==> config.mk <==
export PLATFORM = sky130hd
export DESIGN_NAME = ram_port_dma
export DESIGN_NICKNAME = d
export VERILOG_FILES = /design/src/rtl/ram_port_dma.sv
export SDC_FILE = /design/constraint.sdc
export NUM_CORES = 1
export LEC_CHECK = 0
export BUFFER_PORTS_ARGS = -buffer_cell sky130_fd_sc_hd__buf_2
export CORE_ASPECT_RATIO = 0.8
export CORE_MARGIN = 2
export CORE_UTILIZATION = 60
export CTS_BUF_LIST = sky130_fd_sc_hd__clkbuf_8
export CTS_CLUSTER_SIZE = 28
export DETAILED_ROUTE_END_ITERATION = 10
export PLACE_DENSITY = 0.86
export SLEW_MARGIN = 10
export SYNTH_ARGS = -nofsm -noshare
export SYNTH_HDL_FRONTEND = slang
export SYNTH_SLANG_ARGS = --single-unit
export TNS_END_PERCENT = 5
==> constraint.sdc <==
create_clock -name clk_i -period 6.8 [get_ports clk_i]
set_input_delay 0.34 -clock clk_i [delete_from_list [all_inputs] [get_ports clk_i]]
set_output_delay 0.34 -clock clk_i [all_outputs]
set_load 0.1 [all_outputs]
==> src/rtl/ram_port_dma.sv <==
// ram_port_dma: RAM-port initiator performing block copy, pattern fill and pattern check
// over one side of a dual-port word RAM with a 1-cycle read latency.
module ram_port_dma #(
   parameter int AW = 14
) (
   input  logic          clk_i,
   input  logic          rst_ni,
   input  logic          start_i,
   input  logic [1:0]    mode_i,
   input  logic [AW-1:0] src_addr_i,
   input  logic [AW-1:0] dst_addr_i,
   input  logic [AW:0]   len_i,
   input  logic [31:0]   pattern_i,
   output logic          busy_o,
   output logic          done_o,
   output logic [AW:0]   err_cnt_o,
   output logic [AW-1:0] first_err_addr_o,
   output logic [AW-1:0] ram_addr_o,
   output logic          ram_valid_o,
   output logic [3:0]    ram_we_o,
   output logic [31:0]   ram_wdata_o,
   input  logic [31:0]   ram_rdata_i
);

   typedef enum logic [2:0] {
      IDLE     = 3'd0,
      COPY_RD  = 3'd1,
      COPY_WR  = 3'd2,
      FILL     = 3'd3,
      CHK_RD   = 3'd4,
      CHK_TAIL = 3'd5,
      DONE     = 3'd6
   } state_e;

   state_e        state_r;
   state_e        state_s;
   logic [AW-1:0] src_r;
   logic [AW-1:0] dst_r;
   logic [AW:0]   len_r;
   logic [31:0]   pat_r;
   logic [AW:0]   idx_r;
   logic [AW:0]   err_cnt_r;
   logic [AW-1:0] first_err_r;
   logic          chk_pend_r;
   logic [AW-1:0] chk_addr_r;
   logic          busy_r;
   logic          done_r;

   logic          start_s;
   logic [AW:0]   idx_inc_s;
   logic          last_s;
   logic [AW-1:0] src_a_s;
   logic [AW-1:0] dst_a_s;
   logic          mismatch_s;
   logic [AW-1:0] ram_addr_s;
   logic          ram_valid_s;
   logic [3:0]    ram_we_s;
   logic [31:0]   ram_wdata_s;

   assign start_s    = (state_r == IDLE) && start_i;
   assign idx_inc_s  = idx_r + {{AW{1'b0}}, 1'b1};
   assign last_s     = (idx_inc_s == len_r);
   // Word addresses wrap modulo 2^AW by truncation.
   assign src_a_s    = src_r + idx_r[AW-1:0];
   assign dst_a_s    = dst_r + idx_r[AW-1:0];
   assign mismatch_s = chk_pend_r && (ram_rdata_i != pat_r);

   // State register.
   always_ff @(posedge clk_i or negedge rst_ni) begin
      if (!rst_ni) begin
         state_r <= IDLE;
      end else begin
         state_r <= state_s;
      end
   end

   // Next-state decode.
   always_comb begin
      state_s = state_r;
      case (state_r)
         IDLE: begin
            if (start_i) begin
               if ((len_i == {(AW+1){1'b0}}) || (mode_i == 2'd3)) begin
                  state_s = DONE;
               end else begin
                  case (mode_i)
                     2'd0:    state_s = COPY_RD;
                     2'd1:    state_s = FILL;
                     default: state_s = CHK_RD;
                  endcase
               end
            end else begin
               state_s = IDLE;
            end
         end
         COPY_RD:  state_s = COPY_WR;
         COPY_WR:  state_s = last_s ? DONE : COPY_RD;
         FILL:     state_s = last_s ? DONE : FILL;
         CHK_RD:   state_s = last_s ? CHK_TAIL : CHK_RD;
         CHK_TAIL: state_s = DONE;
         DONE:     state_s = IDLE;
         default:  state_s = IDLE;
      endcase
   end

   // RAM strobe generation; write data in COPY_WR is the word returned by the preceding read.
   always_comb begin
      ram_addr_s  = {AW{1'b0}};
      ram_valid_s = 1'b0;
      ram_we_s    = 4'h0;
      ram_wdata_s = 32'h0;
      case (state_r)
         COPY_RD: begin
            ram_valid_s = 1'b1;
            ram_addr_s  = src_a_s;
         end
         COPY_WR: begin
            ram_valid_s = 1'b1;
            ram_we_s    = 4'hF;
            ram_addr_s  = dst_a_s;
            ram_wdata_s = ram_rdata_i;
         end
         FILL: begin
            ram_valid_s = 1'b1;
            ram_we_s    = 4'hF;
            ram_addr_s  = dst_a_s;
            ram_wdata_s = pat_r;
         end
         CHK_RD: begin
            ram_valid_s = 1'b1;
            ram_addr_s  = src_a_s;
         end
         default: begin
            ram_valid_s = 1'b0;
         end
      endcase
   end

   // Operand capture, word index and check bookkeeping.
   always_ff @(posedge clk_i or negedge rst_ni) begin
      if (!rst_ni) begin
         src_r       <= {AW{1'b0}};
         dst_r       <= {AW{1'b0}};
         len_r       <= {(AW+1){1'b0}};
         pat_r       <= 32'h0;
         idx_r       <= {(AW+1){1'b0}};
         err_cnt_r   <= {(AW+1){1'b0}};
         first_err_r <= {AW{1'b0}};
         chk_pend_r  <= 1'b0;
         chk_addr_r  <= {AW{1'b0}};
      end else begin
         chk_pend_r <= (state_r == CHK_RD);
         chk_addr_r <= src_a_s;
         if (start_s) begin
            src_r       <= src_addr_i;
            dst_r       <= dst_addr_i;
            len_r       <= len_i;
            pat_r       <= pattern_i;
            idx_r       <= {(AW+1){1'b0}};
            err_cnt_r   <= {(AW+1){1'b0}};
            first_err_r <= {AW{1'b0}};
         end else begin
            if ((state_r == COPY_WR) || (state_r == FILL) || (state_r == CHK_RD)) begin
               idx_r <= idx_inc_s;
            end else begin
               idx_r <= idx_r;
            end
            // The compare lags its read strobe by one cycle, so the address comes from chk_addr_r.
            if (mismatch_s) begin
               err_cnt_r <= err_cnt_r + {{AW{1'b0}}, 1'b1};
               if (err_cnt_r == {(AW+1){1'b0}}) begin
                  first_err_r <= chk_addr_r;
               end else begin
                  first_err_r <= first_err_r;
               end
            end else begin
               err_cnt_r <= err_cnt_r;
            end
         end
      end
   end

   // Status flags registered from the next state so they line up with state_r.
   always_ff @(posedge clk_i or negedge rst_ni) begin
      if (!rst_ni) begin
         busy_r <= 1'b0;
         done_r <= 1'b0;
      end else begin
         busy_r <= (state_s != IDLE) && (state_s != DONE);
         done_r <= (state_s == DONE);
      end
   end

   assign busy_o           = busy_r;
   assign done_o           = done_r;
   assign err_cnt_o        = err_cnt_r;
   assign first_err_addr_o = first_err_r;
   assign ram_addr_o       = ram_addr_s;
   assign ram_valid_o      = ram_valid_s;
   assign ram_we_o         = ram_we_s;
   assign ram_wdata_o      = ram_wdata_s;

endmodule

* Word-level counts from Yosys, hierarchy flattened
Cells that the tools add are included.
W data, S select, Z words.
** Cells by class
- Reductions and logical operators :: 18
- Multiplexer cells :: 18
- Equality and inequality tests :: 11
- Add/sub/neg operators :: 4
** Operators with widths (count)
- $pmux W32 S2 :: 1
- $mux W15 :: 4
- $mux W14 :: 3
- $ne A32 B32 Y1 :: 1
- $add A15 B1 Y15 const B :: 2
- $logic_not A15 Y1 :: 2
- $add A14 B14 Y14 :: 2
- $pmux W14 S2 :: 1
- $pmux W3 S6 :: 1
- $eq A15 B15 Y1 :: 1
- $mux W3 :: 4
- $eq A3 B3 Y1 const B :: 3
- $eq A3 B2 Y1 const B :: 2
- $pmux W3 S2 :: 1
- $reduce_bool A2 Y1 :: 3
- $mux W4 :: 1
- $reduce_or A2 Y1 :: 2
- $reduce_or A4 Y1 :: 1
- $eq A3 B1 Y1 const B :: 1
- $logic_and A1 B1 Y1 :: 3
- $logic_not A3 Y1 :: 1
- $logic_or A1 B1 Y1 :: 3
- $ne A3 B3 Y1 const B :: 1
- $reduce_bool A3 Y1 :: 1
- other kinds (5) :: 6
** Storage, ports and cells
- Bits in registers :: 139
- Output and inout bits :: 82

* Depth between registers and ports, before layout
Gate-level depths: netlist (run 1).
- Depth after elaboration :: 7
- Mapped depth :: 9

* Least setup slack after synthesis (run 1)
Ideal clock, no wire load.
- Path kind :: reg-to-output
- Start :: register idx_r[0]
- End :: output port ram_addr_o[8]
- Path buffers :: 0
- Data arrival time :: 3.981 ns
- Setup slack :: 2.479 ns
- Stages on the path, launching flop included :: 9
- Required time :: 6.460 ns
- Path through :: dfrtp_1 ha_1 fa_1 a211oi_1 o21bai_1 a31oi_1 o21bai_1 xnor2_1 o21ai_0
** On the way
- Cells in the longest elaborated chain, start to end :: 2
- Elaborated cells between the ends (all ways) :: 3
- Classes of those cells :: add/sub (2); mux (1)
** RTL lines
- start, declared :: RTL line 41 : logic [AW:0] idx_r;
- start signal, assigned :: RTL line 146 : idx_r <= {(AW+1){1'b0}};
- start signal, assigned :: RTL line 159 : idx_r <= {(AW+1){1'b0}};
- start signal, assigned :: RTL line 164 : idx_r <= idx_inc_s;
- $add A14 B14 Y14 (on tied branches) :: RTL line 64, 65
- $pmux W14 S2 (*) :: RTL line 112 : case (state_r)
- end, declared :: RTL line 18 : output logic [AW-1:0] ram_addr_o,
Every way passes the cells marked *; elsewhere a longest branch is shown, timed or not.

* Worst setup path in the final report (run 1)
- Start :: register idx_r[0]
- End :: output port ram_addr_o[12]
Same word-level chain as after synthesis.

==> results of run 1 <==
==> flip-flops by register name, summed over array words and instances, names as in the netlist <==
name,count
chk_pend_r,1
pat_r,32
first_err_addr_o,14
state_r,3
busy_o,1
len_r,15
src_r,14
chk_addr_r,14
done_o,1
err_cnt_o,15
idx_r,15
dst_r,14
==> cell usage after synthesis (3+ instances only) <==
| cell type | count |
|---|---|
| sky130_fd_sc_hd__clkbuf_1 | 29 |
| sky130_fd_sc_hd__a22o_1 | 5 |
| sky130_fd_sc_hd__a21oi_1 | 26 |
| sky130_fd_sc_hd__o21a_1 | 5 |
| sky130_fd_sc_hd__o21ai_1 | 7 |
| sky130_fd_sc_hd__nand3_1 | 19 |
| sky130_fd_sc_hd__a31o_1 | 3 |
| sky130_fd_sc_hd__or3_1 | 11 |
| sky130_fd_sc_hd__mux2i_1 | 48 |
| sky130_fd_sc_hd__buf_4 | 3 |
| sky130_fd_sc_hd__a211oi_1 | 7 |
| sky130_fd_sc_hd__dfrtp_1 | 139 |
| sky130_fd_sc_hd__buf_6 | 3 |
| sky130_fd_sc_hd__and3_1 | 3 |
| sky130_fd_sc_hd__nor2b_1 | 7 |
| sky130_fd_sc_hd__nor4_1 | 20 |
| sky130_fd_sc_hd__o21bai_1 | 3 |
| sky130_fd_sc_hd__xor2_1 | 52 |
| sky130_fd_sc_hd__a21o_1 | 4 |
| sky130_fd_sc_hd__a211o_1 | 3 |
| sky130_fd_sc_hd__nor3_1 | 25 |
| sky130_fd_sc_hd__a41oi_1 | 3 |
| sky130_fd_sc_hd__o21ai_0 | 34 |
| sky130_fd_sc_hd__nand4_1 | 9 |
| sky130_fd_sc_hd__inv_1 | 12 |
| sky130_fd_sc_hd__nor2_1 | 93 |
| sky130_fd_sc_hd__ha_1 | 29 |
| sky130_fd_sc_hd__buf_2 | 3 |
| sky130_fd_sc_hd__buf_1 | 5 |
| sky130_fd_sc_hd__nand2_1 | 259 |
| sky130_fd_sc_hd__nor3b_1 | 3 |
| sky130_fd_sc_hd__xnor2_1 | 39 |
==> layer usage <==
metal	vias up	wire (um)
li1	3610	-
met1	3606	9460
met2	345	10500
met3	35	1990
met4	0	391
met5	-	0
==> stage by stage <==
stage | worst slack, ns | hold WS, ns | area, sq um | utilization, % | instances
after floorplan | 2.48 | 0.0444 | 8320 | - | 958
after global placement | 3.43 | 0.432 | 9340 | 68.9 | 1291
final | 2.76 | 0.0650 | 9760 | 72.0 | 1324
after global routing | 2.53 | 0.0622 | 9760 | 72.0 | 1324
after CTS | 2.78 | 0.0474 | 9760 | 72.0 | 1324
after detailed placement | 3.36 | 0.434 | 9340 | 68.9 | 1291
==> power by group through the flow <==
stage	Clock [uW]	Combinational [uW]	Sequential, uW
after floorplan	0	2470	1670
after global placement	0	3230	1470
after detailed placement	0	3270	1480
after CTS	710	3290	1470
after global routing	746	3500	1510
final	702	3300	1470
==> area by class of cell <==
type                            count  area, sq um
Fill cell                        1059         3790
Sequential cell                   139         3480
Clock inverter                     13          153
Tap cell                          180          225
Clock buffer                       19          262
Multi-Input combinational cell    761         4570
Timing Repair Buffer              199         1020
Inverter                           13         48.8
==> worst max-delay path: cells and delay by family, from the launching register on <==
family / cells / cell delay (ns)
XOR/XNOR: 1 / 0.17
buffers and inverters: 1 / 0.43
AO/OA/AOI/OAI: 6 / 1.44
flip-flops: 1 / 0.49
adder cells (fa/ha/maj): 2 / 0.73
==> worst paths after layout <==
kind	depth (start not counted)	slack, ns	to	startpoint
setup reg to reg	7	3.58	busy_o$_DFF_PN0_	idx_r[1]$_DFFE_PN0P_
setup / recovery	10	2.76	ram_addr_o[12]	idx_r[0]$_DFFE_PN0P_
max in group asynchronous	3	5.05	state_r[0]$_DFF_PN0_	rst_ni
hold reg to reg	2	0.48	dst_r[10]$_DFFE_PN0P_	dst_r[10]$_DFFE_PN0P_
min in group asynchronous	2	0.47	first_err_addr_o[5]$_DFFE_PN0P_	rst_ni
hold / removal	3	0.06	pat_r[11]$_DFFE_PN0P_	pattern_i[11]
==> cell families (layout without fill, tap and decap cells) <==
group	after synthesis	count (layout)	share of synthesized area, %
buffers and inverters	58	244	3.31
adder cells (fa/ha/maj)	31	31	4.85
multiplexers	48	48	5.78
flip-flops	139	139	41.8
AND/OR/NAND/NOR	470	470	25.2
AO/OA/AOI/OAI	121	121	9.43
XOR/XNOR	91	91	9.58
==> timing repair <==
action	CTS	global route
buffers inserted	0	0
hold buffers	1	0
hold endpoints to repair	80	0
==> metrics.md, run 1 <==
| Metric | Value |
|---|---|
| Total detailed-routing wirelength | 22400 um |
| Data required, critical path | 6.46 ns |
| Longest individual stage delay on the worst path | 0.49 ns |
| Cells taking the most area after synthesis | sky130_fd_sc_hd__dfrtp_1 (42%), sky130_fd_sc_hd__nand2_1 (12%), sky130_fd_sc_hd__mux2i_1 (5.8%), sky130_fd_sc_hd__xor2_1 (5.5%), sky130_fd_sc_hd__ha_1 (4.4%) |
| Latest clock arrival within the worst-skew pair | 0.46 ns |
| Number of enable-type register cells in the synthesized netlist | 0 |
| Pwr per Cell Area | 561 nW/um^2 |
| Ant diodes | 0 |
| Final total power | 5480 uW |
| Cell leakage power | 0.00503 uW |
| Global-route wire length before repair | 34900 um |
| Area of the die | 14800 sq um |
| Clock buffers created by TritonCTS | 17 |
| Count of port buffers added during placement | 193 |
| Flip-flop cell with the highest count after synthesis | sky130_fd_sc_hd__dfrtp_1 |
| Chip Height | 109 um |
| Combinational share of power | 60.3% |
| Global Route Usage Sum | 30.7% |
| Layout overhead on the synthesized area | 17.4% |
| Antenna violations before repair | 0 |
| Antenna-violating nets left | 0 |
| Final setup violation count | 0 |
| Switching share of power | 58.0% |
| Result of the run | complete, no violations |
| CTS root buf | sky130_fd_sc_hd__clkbuf_8 |
| Tightest slew margin relative to the limit | 26.4% |
| Fmax | 247 MHz |
| Fraction of layout cells with a size suffix above 1 | 21.3% |
| CTS tree | yes |
| Warnings, synthesis | 0 |
| Number of levels in the clock H-tree | 4 |
| Post-synthesis register bit count | 139 |
| Cell variety after synth | 67 |
| GRT busiest layer | met2 |
| Met2 layer usage reported by global route | 49.5% |
| Crit start category | flop |
| Sum of negative setup slack | 0 ns |
| Global Route met1 Usage | 41.9% |
| Net Count, Synth | 1101 |
| Unrepaired setup endpoints after global routing | no |
| CORE AREA | 13600 sq um |
| Clk network pwr share | 12.8% |
| Initial core utilization | 61.4% |
| Transition time at the pin with the least slew margin | 1.10 ns |
| Largest net degree at the start of global routing | 82 |
| Sequential element share of the synthesized area | 41.8% |
| Commonest non-fill, non-tap cells in the layout | sky130_fd_sc_hd__nand2_1 (259), sky130_fd_sc_hd__buf_2 (192), sky130_fd_sc_hd__dfrtp_1 (138) |
| Remaining design rule violation count | 0 |
| Max Transition Viols Final | 0 |
| CTS Buffer Depth | 2 |
| Syn Area/Cell | 8.68 sq um |
| GRT Residual Overflow | 0 |
| Cell taking the most area after synthesis | sky130_fd_sc_hd__dfrtp_1 |
| Max rail drop VDD | 0.895 mV |
| Critical path fanouts, max | 6 |
| Number of design-rule violations left by the first detailed-router iteration | 595 |
| RD Place Congestion | 0.965 |
| Total half-perimeter wirelength after legalization and detailed placement | 16200 um |
| Number of global-route vias before repair | 6912 |
| Die width | 136 um |
| Arrival time at the worst endpoint | 3.70 ns |
| Clock skew after layout | 0.0130 ns |
| Total of max-cap violations | 0 |
| Synth top area share | 41.8% |
| Total number of vias | 7596 |
| Cell with the largest stage delay on the worst path | sky130_fd_sc_hd__dfrtp_1 |
| CP cell instances | ha_1, fa_1, a211oi_1, o21bai_1, a31oi_1, o21ai_0, o41ai_1, xnor2_1, a22o_1, buf_2 |
| Final critical path time including I/O delays and setup | 4.04 ns |
| Count of TritonRoute iterations in the first routing pass | 5 |
| Syn Inst Count | 958 |
| Sequential share of power | 26.9% |
| Switching power | 3180 uW |
| Number of sinks handled by clock tree synthesis | 139 |
| Internal Pwr Total | 2300 uW |
| Type of element capturing the critical path | output port |
| Class of the most critical setup path | reg -> out |
| Clock transition at the register clock pins on the worst setup and hold paths after CTS | 0.08 ns |
| Final worst-path cycle share | 59.4% |
| Routed len/inst | 16.9 um |
| GR Util met3 | 5.67% |
| Leading cell type in the layout, fill and taps excluded | sky130_fd_sc_hd__nand2_1 |
| Hold crit path type | in -> reg |
| Endpoints failing hold | 0 |
| Via-to-Cell Ratio | 5.74 |
| Post-layout nets | 1274 |
| Count of cells resized by post-cts repair | 0 |
| Std-Cell Rows | 38 |
| I/O pins | 194 |
| Async set-or-reset flop fraction in the synthesized netlist | 100% |
| Cell area after synthesis | 8320 sq um |
(Power assumes the default switching activity.)
==> run 2, diff against run 1 <==
- CORE_UTILIZATION: 60 -> 56
- PLACE_DENSITY: 0.86 -> 0.81
- clock period: 6.8 -> 4.13 ns (I/O delays scaled with it)
==> run 2 against run 1 <==
Against the previous run:
- sequential share of layout area is 2.6 points lower
- combinational power is 70% higher
- cell count is 6.1% higher
- worst hold slack worse by 0.041 ns
- clock power is 67% higher
- cell area is 8.0% higher
- global-route usage is 1.0 points higher
- register-to-register slack worse by 2.7 ns
- first-iteration DRC count is 22% lower
- non-clock buffer count is 77 higher
- routed wire length is 9.7% higher
- sequential cell count stayed put
- critical endpoint unchanged
- largest power group unchanged
==> metrics.md, run 2 (synthesis results as in run 1) <==
| Metric | Value |
|---|---|
| Remaining design rule violation count | 0 |
| CTS Buffer Depth | 2 |
| Cell leakage power | 0.00535 uW |
| Hold worst-path end | src_r[0]$_DFFE_PN0P_ |
| CTS tree | yes |
| Hold Path Origin | src_addr_i[0] |
| Latest clock arrival within the worst-skew pair | 0.45 ns |
| CORE AREA | 14400 sq um |
| Max rail drop VDD | 1.86 mV |
| Max Transition Viols Final | 0 |
| Final critical path time including I/O delays and setup | 3.86 ns |
| Longest individual stage delay on the worst path | 0.50 ns |
| Unrepaired setup endpoints after global routing | no |
| Critical register-to-register path endpoint | busy_o$_DFF_PN0_ |
| Pwr per Cell Area | 871 nW/um^2 |
| Final setup violation count | 0 |
| Area of the die | 15800 sq um |
| Global Route met1 Usage | 44.3% |
| Total of max-cap violations | 0 |
| Die width | 140 um |
| Routed len/inst | 17.5 um |
| Placed instance area | 9390 sq um |
| Leading cell type in the layout, fill and taps excluded | sky130_fd_sc_hd__nand2_1 |
| Initial core utilization | 57.8% |
| Hold crit path type | in -> reg |
| Global-route wire length before repair | 39600 um |
| Clock buffers created by TritonCTS | 17 |
| Data required, critical path | 3.92 ns |
| Final worst-path cycle share | 93.4% |
| Largest net degree at the start of global routing | 110 |
| Worst hold margin | 0.0240 ns |
| Number of sinks handled by clock tree synthesis | 139 |
| Count of cells resized by post-cts repair | 0 |
| Clock transition at the register clock pins on the worst setup and hold paths after CTS | 0.09 ns |
| Total detailed-routing wirelength | 24500 um |
| Post-CTS setup buffer count | 0 |
| GRT busiest layer | met2 |
| Count of TritonRoute iterations in the first routing pass | 5 |
| GR Util met3 | 7.19% |
| Number of levels in the clock H-tree | 4 |
| Arrival time at the worst endpoint | 3.65 ns |
| Chip Height | 113 um |
| Count of cells along the worst hold path | 3 |
| Type of element capturing the critical path | output port |
| Global Route Usage Sum | 31.7% |
| Count of port buffers added during placement | 193 |
| Worst r2r src | idx_r[1]$_DFFE_PN0P_ |
| Fmax | 259 MHz |
| Cell with the largest stage delay on the worst path | sky130_fd_sc_hd__dfrtp_1 |
| Critical path fanouts, max | 6 |
| Sum of negative setup slack | 0 ns |
| Antenna violations before repair | 1 |
| I/O pins | 194 |
| Number of global-route vias before repair | 7723 |
| Result of the run | complete, no violations |
| Flip-flop count of the largest register, all copies and words added | 32 |
| CP cell instances | ha_1, fa_1, a211oi_1, o21bai_1, a31oi_1, o21ai_0, o41ai_1, xnor2_1, a22o_1, buf_2 |
| Std-Cell Rows | 39 |
| Transition time at the pin with the least slew margin | 1.10 ns |
| Endpoints failing hold | 0 |
| Via-to-Cell Ratio | 5.62 |
| Final std cell area, no fill | 10500 sq um |
| Layout overhead on the synthesized area | 26.8% |
| Total half-perimeter wirelength after legalization and detailed placement | 16800 um |
| Class of the most critical setup path | reg -> out |
| GRT Residual Overflow | 0 |
| Antenna-violating nets left | 0 |
| Commonest non-fill, non-tap cells in the layout | sky130_fd_sc_hd__nand2_1 (259), sky130_fd_sc_hd__buf_2 (192), sky130_fd_sc_hd__dfrtp_1 (138) |
| Crit start category | flop |
| Tightest slew margin relative to the limit | 26.3% |
| Fraction of layout cells with a size suffix above 1 | 20.6% |
| Clock skew after layout | 0.0121 ns |
| Number of design-rule violations left by the first detailed-router iteration | 467 |
| CTS root buf | sky130_fd_sc_hd__clkbuf_8 |
| Reg-to-reg slack, setup | 0.90 ns |
| Post-layout nets | 1351 |
| Ant diodes | 0 |
| RD Place Congestion | 0.928 |
| Reg with most FFs | pat_r |
| Total number of vias | 7894 |
| Reg2Reg Depth | 8 |
| Met2 layer usage reported by global route | 49.4% |
==> run 2: cell types whose count changed in the layout (fill, tap and decap cells not counted), moves of 2 or more <==
| cell | change |
|---|---|
| sky130_fd_sc_hd__dlygate4sd3_1 | +72 |
| sky130_fd_sc_hd__buf_4 | +4 |
| sky130_fd_sc_hd__clkinv_4 | +2 |
| sky130_fd_sc_hd__inv_1 | -2 |
==> run 2: power breakdown <==
group / leakage (uW) / switching [uW] / internal [uW]
clock: 0.000210 / 559 / 614
sequential: 0.00179 / 508 / 1890
combinational: 0.00336 / 4260 / 1350
total: 0.00535 / 5330 / 3850
==> run 2: layer usage <==
| layer | vias up | share of wire, % |
|---|---|---|
| met1 | 3785 | 45 |
| met3 | 49 | 7.4 |
| met4 | 0 | 2.3 |
| met2 | 304 | 46 |
| li1 | 3756 | - |
| met5 | - | 0 |
==> run 2: worst max path at each step <==
stage,start,to,slack (ns),cells past startpoint
4_1_cts,idx_r[0]$_DFFE_PN0P_,ram_addr_o[12],0.27,10
6_report,idx_r[0]$_DFFE_PN0P_,ram_addr_o[12],0.27,10
3_3_place_gp,idx_r[0]$_DFFE_PN0P_,ram_addr_o[12],0.89,10
3_5_place_dp,idx_r[0]$_DFFE_PN0P_,ram_addr_o[12],0.80,10
5_1_grt,idx_r[0]$_DFFE_PN0P_,ram_addr_o[12],0.03,10
2_1_floorplan,idx_r[4]$_DFFE_PN0P_,ram_addr_o[9],0.002,7
==> run 2: stage by stage <==
step           power [uW]  setup WS (ns)  cells  util [%]
6_report             9180          0.272   1405      73.2
2_1_floorplan        6810        0.00204    958         -
4_1_cts              9150          0.270   1405      73.2
3_3_place_gp         7820          0.891   1300      65.2
3_5_place_dp         7910          0.799   1300      65.2
5_1_grt              9650         0.0274   1405      73.2
==> run 2: cell type report <==
type	count	area, sq um
fill	1090	3850
inverter	13	48.8
clock inverter	14	171
multi-input combinational	761	4570
clock buffer	18	248
tap	184	230
sequential	139	3480
timing repair buffer	276	1790
==> run 2: critical path, delay by kind of cell (launching register included) <==
kind,cells,cell delay [ns]
compound gates,6,1.40
fa+ha+maj,2,0.71
xor+xnor,1,0.17
flops,1,0.50
buf+inv,1,0.43
==> run 2: repair_timing <==
item,4_1_cts,5_1_grt
endpoints found under the hold margin,180,0
hold buffers,73,0
endpoints found under the setup margin,0,0
==> run 3, diff against run 2 <==
- CORE_UTILIZATION: 56 -> 30
- PLACE_DENSITY: 0.81 -> 0.48
==> run 3 against run 2 <==
Against the previous run:
- fmax rose by 1.3%
- die area rose by 83%
- register-to-register slack got worse by 0.03 ns
- setup slack improved by 0.050 ns
- global-route usage fell by 14 points
- critical path depth did not move
- clock power rose by 15%
- via count fell by 5.0%
- power rose by 1.9%
- combinational power barely moved
- clock skew rose by 0.0013 ns
- worst hold slack improved by 0.027 ns
- critical endpoint is now ram_addr_o[10]
==> metrics.md, run 3 (synthesis results as in run 1) <==
| Metric | Value |
|---|---|
| Result of the run | complete, no violations |
| Chip Height | 153 um |
| Post-layout nets | 1352 |
| Fin util | 39.7% |
| Buffers and inverters on the worst path | 1 |
| Largest net degree at the start of global routing | 74 |
| Transition time at the pin with the least slew margin | 1.05 ns |
| Number of levels in the clock H-tree | 4 |
| CP cell instances | ha_1, fa_1, a211o_1, a21oi_1, o21ai_0, a41oi_1, nor2b_1, xnor2_1, a22o_1, buf_2 |
| Clk network pwr share | 14.3% |
| Tightest slew margin relative to the limit | 29.8% |
| Final worst-path cycle share | 92.2% |
| Number of design-rule violations left by the first detailed-router iteration | 472 |
| Number of sinks handled by clock tree synthesis | 139 |
| Max rail drop VDD | 0.548 mV |
| Global-route wire length before repair | 40800 um |
| I/O pins | 194 |
| Total half-perimeter wirelength after legalization and detailed placement | 18400 um |
| Clock buffers created by TritonCTS | 17 |
| Post-CTS setup buffer count | 0 |
| # placed instances | 1479 |
| Max Transition Viols Final | 0 |
| Final setup violation count | 0 |
| Commonest non-fill, non-tap cells in the layout | sky130_fd_sc_hd__nand2_1 (258), sky130_fd_sc_hd__buf_2 (192), sky130_fd_sc_hd__dfrtp_1 (138) |
| Initial core utilization | 30.5% |
| Source of the critical timing path | idx_r[0]$_DFFE_PN0P_ |
| Combinational share of power | 60.1% |
| Final critical path time including I/O delays and setup | 3.81 ns |
| Cell leakage power | 0.00539 uW |
| Antenna-violating nets left | 0 |
| Fraction of layout cells with a size suffix above 1 | 20.6% |
| Antenna violations before repair | 3 |
| Layout overhead on the synthesized area | 30.4% |
| Total of max-cap violations | 0 |
| CTS root buf | sky130_fd_sc_hd__clkbuf_8 |
| Hold crit path type | in -> reg |
| Via-to-Cell Ratio | 4.73 |
| Die width | 190 um |
| Latest clock arrival within the worst-skew pair | 0.46 ns |
| Switching share of power | 57.3% |
| Hold buffers post-CTS | 75 |
| Count of TritonRoute iterations in the first routing pass | 5 |
| Critical path fanouts, max | 6 |
| Sequential share of power | 25.6% |
| Cell type group with the largest total delay on the critical path | compound AO/OA/AOI/OAI gates |
| Switching power | 5370 uW |
| Flip-flop count of the largest register, all copies and words added | 32 |
| CORE AREA | 27300 sq um |
| Hold Path Origin | len_i[0] |
| Unrepaired setup endpoints after global routing | no |
| Pwr per Cell Area | 863 nW/um^2 |
| Fmax | 263 MHz |
| Internal Pwr Total | 3990 uW |
| Global Route Usage Sum | 17.9% |
| Clock skew after layout | 0.0134 ns |
| Reg2Reg Depth | 8 |
| Finished Layout Cells | 1586 |
| Endpoints failing hold | 0 |
| RD Place Congestion | 0.847 |
| Area of the die | 29100 sq um |
| Cell with the largest stage delay on the worst path | sky130_fd_sc_hd__dfrtp_1 |
| CTS Buffer Depth | 2 |
| Routed len/inst | 16.3 um |
| Crit start category | flop |
| CTS tree | yes |
| Data required, critical path | 3.92 ns |
| Count of cells resized by post-cts repair | 0 |
| Class of the most critical setup path | reg -> out |
| Leading cell type in the layout, fill and taps excluded | sky130_fd_sc_hd__nand2_1 |
| GRT Residual Overflow | 0 |
| Total detailed-routing wirelength | 25900 um |
| Sum of negative setup slack | 0 ns |
| Reg-to-reg slack, setup | 0.87 ns |
| Count of cells along the worst hold path | 3 |
| Ant diodes | 0 |
| Longest individual stage delay on the worst path | 0.50 ns |
| Worst hold margin | 0.0512 ns |
| Count of port buffers added during placement | 193 |
| Arrival time at the worst endpoint | 3.60 ns |
| Remaining design rule violation count | 0 |
| Cell count along the critical path | 10 |
| Total number of vias | 7503 |
| Number of global-route vias before repair | 7276 |
| Type of element capturing the critical path | output port |
| Clock transition at the register clock pins on the worst setup and hold paths after CTS | 0.08 ns |
| Worst r2r src | idx_r[1]$_DFFE_PN0P_ |
| Reg with most FFs | pat_r |
| Std-Cell Rows | 54 |
-- run 3: per-stage QoR --
stage	total power (uW)	worst slack [ns]	area, sq um
floorplan	6810	0.00204	8320
global placement	8000	0.832	9620
detailed placement	8000	0.808	9620
CTS	9450	0.278	10800
global route	9940	0.0207	10800
finish	9360	0.321	10800
-- run 3: layer usage --
layer	wire length, um	global-route usage (%)	up-vias
met5	16	0	-
met2	10600	25.4	191
li1	-	-	3773
met1	13700	27.9	3519
met3	1360	3.72	16
met4	229	3.62	4
-- run 3: worst min-delay path: cells and delay by family --
kind	cells	cell delay, ns
buffers and inverters	1	0.10
and+or+nand+nor	2	0.16
-- run 3: worst paths after layout --
path	end
hold reg to reg	dst_r[12]$_DFFE_PN0P_
setup / recovery	ram_addr_o[10]
max in group asynchronous	state_r[0]$_DFF_PN0_
setup reg to reg	busy_o$_DFF_PN0_
hold / removal	len_r[0]$_DFFE_PN0P_
min in group asynchronous	src_r[13]$_DFFE_PN0P_
-- run 3: power by group through the flow --
stage	Sequential [uW]	Clock, uW	Combinational, uW
floorplan	2750	0	4060
global placement	2420	0	5580
detailed placement	2420	0	5580
CTS	2400	1390	5670
global route	2470	1450	6030
finish	2400	1340	5620
-- run 3: cell type report --
type / instances / area, sq um
flip-flops and latches: 139 / 3480
inverters: 13 / 48.8
multi-input cells: 761 / 4580
fillers: 2820 / 16500
well taps: 364 / 455
clock buffers: 19 / 262
repair buffers: 277 / 1800
clock inverters: 13 / 213
